===== src/rtl/axil_pkg.sv =====
// Shared AXI4-Lite constants and helpers for the register-file subordinate.
// Response encodings plus a ceiling-log2 used for byte-offset widths.
package axil_pkg;

  localparam logic [1:0] RESP_OKAY   = 2'b00;
  localparam logic [1:0] RESP_SLVERR = 2'b10;
  localparam logic [1:0] RESP_DECERR = 2'b11;

  function automatic int clog2(input int v);
    int r;
    r = 0;
    for (int i = 0; i < 31; i++) begin
      if ((1 << i) < v) r = i + 1;
    end
    return r;
  endfunction

endpackage


===== src/rtl/axil_regfile_subordinator_if.sv =====
// AXI4-Lite bus bundle between an interconnect manager port and a subordinate.
// Signal names follow the AXI channel names so an instance s_axi reads s_axi.AWADDR.
interface axil_regfile_subordinator_if #(
  parameter int DATA_WIDTH = 32,
  parameter int ADDR_WIDTH = 32
);

  logic [ADDR_WIDTH-1:0]   AWADDR;
  logic                    AWVALID;
  logic                    AWREADY;
  logic [DATA_WIDTH-1:0]   WDATA;
  logic [DATA_WIDTH/8-1:0] WSTRB;
  logic                    WVALID;
  logic                    WREADY;
  logic [1:0]              BRESP;
  logic                    BVALID;
  logic                    BREADY;
  logic [ADDR_WIDTH-1:0]   ARADDR;
  logic                    ARVALID;
  logic                    ARREADY;
  logic [DATA_WIDTH-1:0]   RDATA;
  logic [1:0]              RRESP;
  logic                    RVALID;
  logic                    RREADY;

  modport master (
    output AWADDR, AWVALID, WDATA, WSTRB, WVALID, BREADY,
    output ARADDR, ARVALID, RREADY,
    input  AWREADY, WREADY, BRESP, BVALID,
    input  ARREADY, RDATA, RRESP, RVALID
  );

  modport slave (
    input  AWADDR, AWVALID, WDATA, WSTRB, WVALID, BREADY,
    input  ARADDR, ARVALID, RREADY,
    output AWREADY, WREADY, BRESP, BVALID,
    output ARREADY, RDATA, RRESP, RVALID
  );

endinterface


===== src/rtl/axil_strb_reg.sv =====
// One data register with per-byte write enables.
// Bytes whose enable is low keep their current value.
module axil_strb_reg #(
  parameter int                    DATA_WIDTH  = 32,
  parameter logic [DATA_WIDTH-1:0] RESET_VALUE = '0
) (
  input  logic                    clk,
  input  logic                    rst,
  input  logic [DATA_WIDTH/8-1:0] be_i,
  input  logic [DATA_WIDTH-1:0]   d_i,
  output logic [DATA_WIDTH-1:0]   q_o
);

  logic [DATA_WIDTH-1:0] q_q;
  logic [DATA_WIDTH-1:0] q_d;

  always_comb begin
    q_d = q_q;
    for (int b = 0; b < DATA_WIDTH/8; b++) begin
      if (be_i[b]) q_d[b*8 +: 8] = d_i[b*8 +: 8];
    end
  end

  always_ff @(posedge clk) begin
    if (rst) q_q <= RESET_VALUE;
    else     q_q <= q_d;
  end

  assign q_o = q_q;

endmodule


===== src/rtl/axil_regfile_subordinator.sv =====
// AXI4-Lite subordinate backed by NUM_REGS strobed registers.
// AW/W captured independently, committed together; B and R held until accepted.
import axil_pkg::*;

module axil_regfile_subordinator #(
  parameter int                    DATA_WIDTH  = 32,
  parameter int                    ADDR_WIDTH  = 32,
  parameter int                    NUM_REGS    = 8,
  parameter logic [DATA_WIDTH-1:0] RESET_VALUE = '0
) (
  input  logic                           clk,
  input  logic                           rst,
  axil_regfile_subordinator_if.slave     s_axi,
  output logic [NUM_REGS*DATA_WIDTH-1:0] regs_o,
  output logic [NUM_REGS-1:0]            wr_pulse_o
);

  localparam int SW   = DATA_WIDTH / 8;
  localparam int OFFW = clog2(SW);
  localparam int IDXW = ADDR_WIDTH - OFFW;

  if (!(DATA_WIDTH == 32 || DATA_WIDTH == 64)) begin : g_bad_dw
    $error("DATA_WIDTH must be 32 or 64");
  end
  if (NUM_REGS < 1 || NUM_REGS > 256) begin : g_bad_nr
    $error("NUM_REGS must be 1..256");
  end

  logic            aw_full_q, aw_full_d;
  logic [IDXW-1:0] aw_idx_q, aw_idx_d;
  logic            w_full_q, w_full_d;
  logic [DATA_WIDTH-1:0] w_data_q, w_data_d;
  logic [SW-1:0]   w_strb_q, w_strb_d;
  logic            bvalid_q, bvalid_d;
  logic [1:0]      bresp_q, bresp_d;
  logic [NUM_REGS-1:0] pulse_q, pulse_d;

  logic            rvalid_q, rvalid_d;
  logic [DATA_WIDTH-1:0] rdata_q, rdata_d;
  logic [1:0]      rresp_q, rresp_d;

  logic aw_hs, w_hs, ar_hs, arready;
  logic commit, aw_hit, ar_hit;
  logic [IDXW-1:0] ar_idx;
  logic [NUM_REGS-1:0] wr_sel;
  logic [DATA_WIDTH-1:0] rd_word;
  logic [DATA_WIDTH-1:0] reg_val [NUM_REGS];
  logic unused_addr_bits;

  assign unused_addr_bits = ^{s_axi.AWADDR[OFFW-1:0],
                              s_axi.ARADDR[OFFW-1:0]};

  assign aw_hs   = s_axi.AWVALID && !aw_full_q;
  assign w_hs    = s_axi.WVALID && !w_full_q;
  assign arready = !rvalid_q || s_axi.RREADY;
  assign ar_hs   = s_axi.ARVALID && arready;
  assign ar_idx  = s_axi.ARADDR[ADDR_WIDTH-1:OFFW];

  assign aw_hit = aw_idx_q < IDXW'(NUM_REGS);
  assign ar_hit = ar_idx < IDXW'(NUM_REGS);

  // A pending B that is not being accepted blocks the commit.
  assign commit = aw_full_q && w_full_q
               && (!bvalid_q || s_axi.BREADY);

  always_comb begin
    wr_sel = '0;
    for (int i = 0; i < NUM_REGS; i++) begin
      wr_sel[i] = commit && aw_hit && (aw_idx_q == IDXW'(i));
    end
  end

  always_comb begin
    rd_word = '0;
    for (int i = 0; i < NUM_REGS; i++) begin
      if (ar_idx == IDXW'(i)) rd_word = reg_val[i];
    end
  end

  always_comb begin
    aw_full_d = aw_full_q;
    aw_idx_d  = aw_idx_q;
    w_full_d  = w_full_q;
    w_data_d  = w_data_q;
    w_strb_d  = w_strb_q;
    bvalid_d  = bvalid_q;
    bresp_d   = bresp_q;
    pulse_d   = wr_sel;
    if (bvalid_q && s_axi.BREADY) bvalid_d = 1'b0;
    if (commit) begin
      aw_full_d = 1'b0;
      w_full_d  = 1'b0;
      bvalid_d  = 1'b1;
      bresp_d   = aw_hit ? RESP_OKAY : RESP_DECERR;
    end
    if (aw_hs) begin
      aw_full_d = 1'b1;
      aw_idx_d  = s_axi.AWADDR[ADDR_WIDTH-1:OFFW];
    end
    if (w_hs) begin
      w_full_d = 1'b1;
      w_data_d = s_axi.WDATA;
      w_strb_d = s_axi.WSTRB;
    end
  end

  always_comb begin
    rvalid_d = rvalid_q;
    rdata_d  = rdata_q;
    rresp_d  = rresp_q;
    if (rvalid_q && s_axi.RREADY) rvalid_d = 1'b0;
    if (ar_hs) begin
      rvalid_d = 1'b1;
      rdata_d  = ar_hit ? rd_word : '0;
      rresp_d  = ar_hit ? RESP_OKAY : RESP_DECERR;
    end
  end

  always_ff @(posedge clk) begin
    if (rst) begin
      aw_full_q <= 1'b0;
      aw_idx_q  <= '0;
      w_full_q  <= 1'b0;
      w_data_q  <= '0;
      w_strb_q  <= '0;
      bvalid_q  <= 1'b0;
      bresp_q   <= RESP_OKAY;
      pulse_q   <= '0;
      rvalid_q  <= 1'b0;
      rdata_q   <= '0;
      rresp_q   <= RESP_OKAY;
    end else begin
      aw_full_q <= aw_full_d;
      aw_idx_q  <= aw_idx_d;
      w_full_q  <= w_full_d;
      w_data_q  <= w_data_d;
      w_strb_q  <= w_strb_d;
      bvalid_q  <= bvalid_d;
      bresp_q   <= bresp_d;
      pulse_q   <= pulse_d;
      rvalid_q  <= rvalid_d;
      rdata_q   <= rdata_d;
      rresp_q   <= rresp_d;
    end
  end

  for (genvar g = 0; g < NUM_REGS; g++) begin : g_reg
    axil_strb_reg #(
      .DATA_WIDTH  (DATA_WIDTH),
      .RESET_VALUE (RESET_VALUE)
    ) u_reg (
      .clk  (clk),
      .rst  (rst),
      .be_i (w_strb_q & {SW{wr_sel[g]}}),
      .d_i  (w_data_q),
      .q_o  (reg_val[g])
    );
    assign regs_o[g*DATA_WIDTH +: DATA_WIDTH] = reg_val[g];
  end

  assign s_axi.AWREADY = !aw_full_q;
  assign s_axi.WREADY  = !w_full_q;
  assign s_axi.BVALID  = bvalid_q;
  assign s_axi.BRESP   = bresp_q;
  assign s_axi.ARREADY = arready;
  assign s_axi.RVALID  = rvalid_q;
  assign s_axi.RDATA   = rdata_q;
  assign s_axi.RRESP   = rresp_q;
  assign wr_pulse_o    = pulse_q;

endmodule


===== src/flat_wrapper.sv =====
// flat-port wrapper written by rule: the top's interface ports become plain ports
module axil_regfile_subordinator_flat 
#(
  parameter int                    DATA_WIDTH  = 32,
  parameter int                    ADDR_WIDTH  = 32,
  parameter int                    NUM_REGS    = 8,
  parameter logic [DATA_WIDTH-1:0] RESET_VALUE = '0
)
  (clk, rst, regs_o, wr_pulse_o, s_axi_AWADDR, s_axi_AWVALID, s_axi_WDATA, s_axi_WSTRB, s_axi_WVALID, s_axi_BREADY, s_axi_ARADDR, s_axi_ARVALID, s_axi_RREADY, s_axi_AWREADY, s_axi_WREADY, s_axi_BRESP, s_axi_BVALID, s_axi_ARREADY, s_axi_RDATA, s_axi_RRESP, s_axi_RVALID);
  axil_regfile_subordinator_if #(.DATA_WIDTH(DATA_WIDTH), .ADDR_WIDTH(ADDR_WIDTH)) s_axi_i ();
  input  logic clk;
  input  logic rst;
  output logic [NUM_REGS*DATA_WIDTH-1:0] regs_o;
  output logic [NUM_REGS-1:0] wr_pulse_o;
  input wire logic [$bits(s_axi_i.AWADDR)-1:0] s_axi_AWADDR;
  input wire logic [$bits(s_axi_i.AWVALID)-1:0] s_axi_AWVALID;
  input wire logic [$bits(s_axi_i.WDATA)-1:0] s_axi_WDATA;
  input wire logic [$bits(s_axi_i.WSTRB)-1:0] s_axi_WSTRB;
  input wire logic [$bits(s_axi_i.WVALID)-1:0] s_axi_WVALID;
  input wire logic [$bits(s_axi_i.BREADY)-1:0] s_axi_BREADY;
  input wire logic [$bits(s_axi_i.ARADDR)-1:0] s_axi_ARADDR;
  input wire logic [$bits(s_axi_i.ARVALID)-1:0] s_axi_ARVALID;
  input wire logic [$bits(s_axi_i.RREADY)-1:0] s_axi_RREADY;
  output wire logic [$bits(s_axi_i.AWREADY)-1:0] s_axi_AWREADY;
  output wire logic [$bits(s_axi_i.WREADY)-1:0] s_axi_WREADY;
  output wire logic [$bits(s_axi_i.BRESP)-1:0] s_axi_BRESP;
  output wire logic [$bits(s_axi_i.BVALID)-1:0] s_axi_BVALID;
  output wire logic [$bits(s_axi_i.ARREADY)-1:0] s_axi_ARREADY;
  output wire logic [$bits(s_axi_i.RDATA)-1:0] s_axi_RDATA;
  output wire logic [$bits(s_axi_i.RRESP)-1:0] s_axi_RRESP;
  output wire logic [$bits(s_axi_i.RVALID)-1:0] s_axi_RVALID;
  assign s_axi_i.AWADDR = s_axi_AWADDR;
  assign s_axi_i.AWVALID = s_axi_AWVALID;
  assign s_axi_i.WDATA = s_axi_WDATA;
  assign s_axi_i.WSTRB = s_axi_WSTRB;
  assign s_axi_i.WVALID = s_axi_WVALID;
  assign s_axi_i.BREADY = s_axi_BREADY;
  assign s_axi_i.ARADDR = s_axi_ARADDR;
  assign s_axi_i.ARVALID = s_axi_ARVALID;
  assign s_axi_i.RREADY = s_axi_RREADY;
  assign s_axi_AWREADY = s_axi_i.AWREADY;
  assign s_axi_WREADY = s_axi_i.WREADY;
  assign s_axi_BRESP = s_axi_i.BRESP;
  assign s_axi_BVALID = s_axi_i.BVALID;
  assign s_axi_ARREADY = s_axi_i.ARREADY;
  assign s_axi_RDATA = s_axi_i.RDATA;
  assign s_axi_RRESP = s_axi_i.RRESP;
  assign s_axi_RVALID = s_axi_i.RVALID;
  axil_regfile_subordinator #(.DATA_WIDTH(DATA_WIDTH), .ADDR_WIDTH(ADDR_WIDTH), .NUM_REGS(NUM_REGS), .RESET_VALUE(RESET_VALUE)) u_core (.clk(clk), .rst(rst), .s_axi(s_axi_i), .regs_o(regs_o), .wr_pulse_o(wr_pulse_o));
endmodule

===== config.mk =====
export PLATFORM = sky130hd
export DESIGN_NAME = axil_regfile_subordinator_flat
export DESIGN_NICKNAME = d
export VERILOG_FILES = /design/src/rtl/axil_pkg.sv /design/src/rtl/axil_regfile_subordinator_if.sv /design/src/rtl/axil_strb_reg.sv /design/src/rtl/axil_regfile_subordinator.sv /design/src/flat_wrapper.sv
export SDC_FILE = /design/constraint.sdc
export NUM_CORES = 1
export LEC_CHECK = 0
export ABC_AREA = 1
export ABC_CLOCK_PERIOD_IN_PS = 2290
export BUFFER_PORTS_ARGS = -buffer_cell sky130_fd_sc_hd__buf_4
export CORE_ASPECT_RATIO = 0.75
export CORE_MARGIN = 1.5
export CORE_UTILIZATION = 53
export DETAILED_ROUTE_END_ITERATION = 8
export HOLD_SLACK_MARGIN = 0.12
export PLACE_DENSITY = 0.9
export SYNTH_ARGS = -nofsm -noshare
export SYNTH_HDL_FRONTEND = slang
export SYNTH_SLANG_ARGS = --single-unit

===== constraint.sdc =====
create_clock -name clk -period 2.29 [get_ports clk]
set_input_delay 0 -clock clk [delete_from_list [all_inputs] [get_ports clk]]
set_output_delay 0 -clock clk [all_outputs]
set_load 0.005 [all_outputs]

==> flow_summary.toml <==
[sta]
tns_ns = -0.600
fin_skew_ns = 0.0215
slew_violations = 0
max_slew_margin_pct = 21.2
rsz0062_at_grt = "yes"
setup_ws_ns = -0.136
post-route-period-util_pct = 106
worst_pin_slew_ns = 1.18
post-route-min-period_ns = 2.43
clock.fmax_mhz = 412
whs_ns = 0.169
setup_violations = 13
hold_viol_final = 0

[placement]
place.gp.congestion = 0.914
hpwl_um = 39700
port_buffers = 407

[grt]
antenna_found_initial = 1
grt_pass1_wl_um = 89500
overflow = 0
grt_pass1_vias = 16305
grt_max_degree = 91
grt_usage_pct = 36.9

[pwr]
p_leak_nw = 9.11
p_sw_share_pct = 23.9
seqPwrFrac_pct = 49.1
cellInternalPower_mw = 10.4
p_switching_mw = 3.26
p_total_mw = 13.7
power_frac_clock_pct = 44.2
power_frac_comb_pct = 6.6
vdd_drop_max_mv = 0.461
pwr_density_cell_nw_per_um2 = 624

[synthesis]
synth_fp_nets = 2284
synthSimpleGateAreaFrac_pct = 19.2
synth_top_family_by_area = "compound AO/OA/AOI/OAI gates"
synth_top_area_cell = "dfxtp_1"
ys_seq_area_share_pct = 46.7
synth_area_leaders = "dfxtp_1, o21ai_0, a21oi_1"
synthMuxAreaShare_pct = 0
avgSynthCellArea_um2 = 7.25
yosys_warnings = 0
synthesis.area_um2 = 15800
synth_xor_xnor_area_share_pct = 0
ys_types = 32
syn_inst = 2177
synth_compound_area_share_pct = 21.6
ys_ff_latch = 368
netlist.area_leader.share_pct = 46.7
synthAdderAreaFrac_pct = 0

[run]
drv_cap = 0

[worst_setup_path]
r2r_end = "u_core.g_reg[4].u_reg.q_o[4]$_SDFFE_PP0P_"
r2r-start = "u_core.aw_idx_q[25]$_SDFFE_PP0P_"
critPathMaxStageDelay_ns = 0.33
crit_slowest_cell = "o21ai_0"
crit_path_end_kind = "flip-flop"
cp.arrival_ns = 2.83
start_kind = "flip-flop"
cp_max_fo = 16
reg2regPathDepth = 10
cp_common_cell = "buf_12"
cp.required_ns = 2.69
worstSetupPathType = "reg -> reg"
path_cells = "or2_1, nor3_2, and2_4, nand4_1, nor2_4, buf_12, buf_12, nand3_4, o21ai_0, a21oi_1"
r2r_setup_slack_ns = -0.14

[clock_network]
cts_num_sinks = 368
clockBufferDepth = 3
clockRootBuffer = "clkbuf_16"
htree_levels = 2
tritoncts = "built"
clk_pin_slew_worst_paths_ns = 0.07
numCtsBuffers = 36
clk_latency_ns = 0.52

[final_layout]
mostFrequentLayoutCell = "buf_4"
seq_area_um2 = 7370
multiInputGateArea_um2 = 6880
final_util_pct = 75.1
final_cell_mix = "buf_4, dfxtp_1, inv_1"
drive_gt1_share_pct = 23.3
fillCellCount = 2005
areaGrowthSynthToFinish_pct = 38.8
nNetsFinal = 2766
insertedDiodeCount = 0

[floorplanning]
start_util_pct = 54.1
dieArea_um2 = 30800
io_pins = 412
fp.coreArea_um2 = 29200
num_rows = 54
fp.dieH_um = 152
die_x_um = 202

[route]
drtIter0Drc = 2054
viasPerCell = 5.81
drc_errors = 0
first_pass_iters = 6
drt-wirelength-per-cell_um = 20.5
wirelength_um = 62900
antenna_left = 0
vias = 17874

[hold_path]
hold_depth = 7
min_to = "u_core.s_axi.RRESP[0]$_SDFFE_PP0P_"
hold_path_class = "in -> reg"
hold_start = "s_axi_ARADDR[20]"

[outcome]
outcome = "finished, violations left"
violations = "negative setup slack"
## power groups by stage
stage / Combinational, mW / Sequential [mW] / Clock [mW]
after global placement: 0.688 / 6.81 / 0
after global routing: 0.975 / 6.73 / 6.33
after floorplan: 0.437 / 6.73 / 0
after detailed placement: 0.718 / 6.82 / 0
after CTS: 0.835 / 6.68 / 6.04
final: 0.907 / 6.72 / 6.05
## Yosys cell counts, drive strengths merged
| cell type | count |
|---|---|
| nor4 | 9 |
| nand2 | 240 |
| nor2 | 233 |
| nor3 | 16 |
| o21ai | 383 |
| clkinv | 2 |
| dfxtp | 368 |
| nor4b | 1 |
| inv | 351 |
| nand4 | 36 |
| nor3b | 1 |
| or2 | 6 |
| clkbuf | 75 |
| nand3 | 108 |
| buf | 50 |
| a21oi | 297 |
| and2 | 1 |
## cells by family after synthesis
group | Yosys count
AND/OR/NAND/NOR | 651
flip-flops | 368
AO/OA/AOI/OAI | 680
buffers and inverters | 478
## stage by stage
stage | std cells | worst slack [ns] | cell area [um^2]
finish | 3074 | -0.136 | 21900
global route | 3074 | -0.215 | 21900
CTS | 3034 | -0.0167 | 21200
detailed placement | 2893 | 0.00968 | 19200
global placement | 2893 | 0.108 | 19200
floorplan | 2177 | 0.359 | 15800
## how the worst max path moves through the flow
stage                                          start                                         end  slack, ns  cells past startpoint
detailed placement  u_core.aw_idx_q[26]$_SDFFE_PP0P_   u_core.g_reg[3].u_reg.q_o[7]$_SDFFE_PP0P_       0.01                     10
global placement    u_core.aw_idx_q[26]$_SDFFE_PP0P_   u_core.g_reg[4].u_reg.q_o[7]$_SDFFE_PP0P_       0.11                     10
finish              u_core.aw_idx_q[25]$_SDFFE_PP0P_   u_core.g_reg[4].u_reg.q_o[4]$_SDFFE_PP0P_      -0.14                     10
floorplan           u_core.aw_idx_q[26]$_SDFFE_PP0P_  u_core.g_reg[2].u_reg.q_o[13]$_SDFFE_PP0P_       0.36                     10
global route        u_core.aw_idx_q[25]$_SDFFE_PP0P_   u_core.g_reg[4].u_reg.q_o[4]$_SDFFE_PP0P_      -0.21                     10
CTS                 u_core.aw_idx_q[26]$_SDFFE_PP0P_   u_core.g_reg[0].u_reg.q_o[3]$_SDFFE_PP0P_      -0.02                     10
## routing by layer
metal | share of wire, % | vias to the layer above | wire length [um] | track usage [%]
met5 | 0.019 | - | 12 | 0
met4 | 5.7 | 2 | 3610 | 17.7
met3 | 13 | 292 | 8160 | 9.58
met2 | 44 | 1379 | 27800 | 58.3
met1 | 37 | 8163 | 23400 | 47.0
li1 | - | 8038 | - | -
## area by class of cell
cell class                 instances  area share, %
clock buffer                      53           4.82
clock inverter                     8          0.537
inverter                         353           6.07
multi-input combinational       1337           31.4
sequential                       368           33.6
tap                              392           2.24
timing repair buffer             563           21.3
## worst max-delay path, delay by kind of cell (launching register included)
family                 cells  cell delay [ns]
AND/OR/NAND/NOR            6             1.19
AO/OA/AOI/OAI              2             0.41
buffers and inverters      2             0.38
flip-flops                 1             0.32
## state kept, by name (all words and copies together) (netlist names), 4 cells and up
register and flops:
u_core.s_axi.RDATA 32, u_core.aw_idx_q 30, u_core.wr_pulse_o 8, u_core.w_data_q 32, u_core.w_strb_q 4, u_core.g.u_reg.q_o 256
## timing repair
action | CTS | global route
cloned | 0 | 9
hold buffers | 80 | 0
setup buffers | 0 | 31
gates resized for setup | 5 | 176
setup endpoints to repair | 8 | 252
pin swaps | 0 | 10
hold endpoints to repair | 88 | 0
No activity file was read; power rests on OpenSTA's default activity.
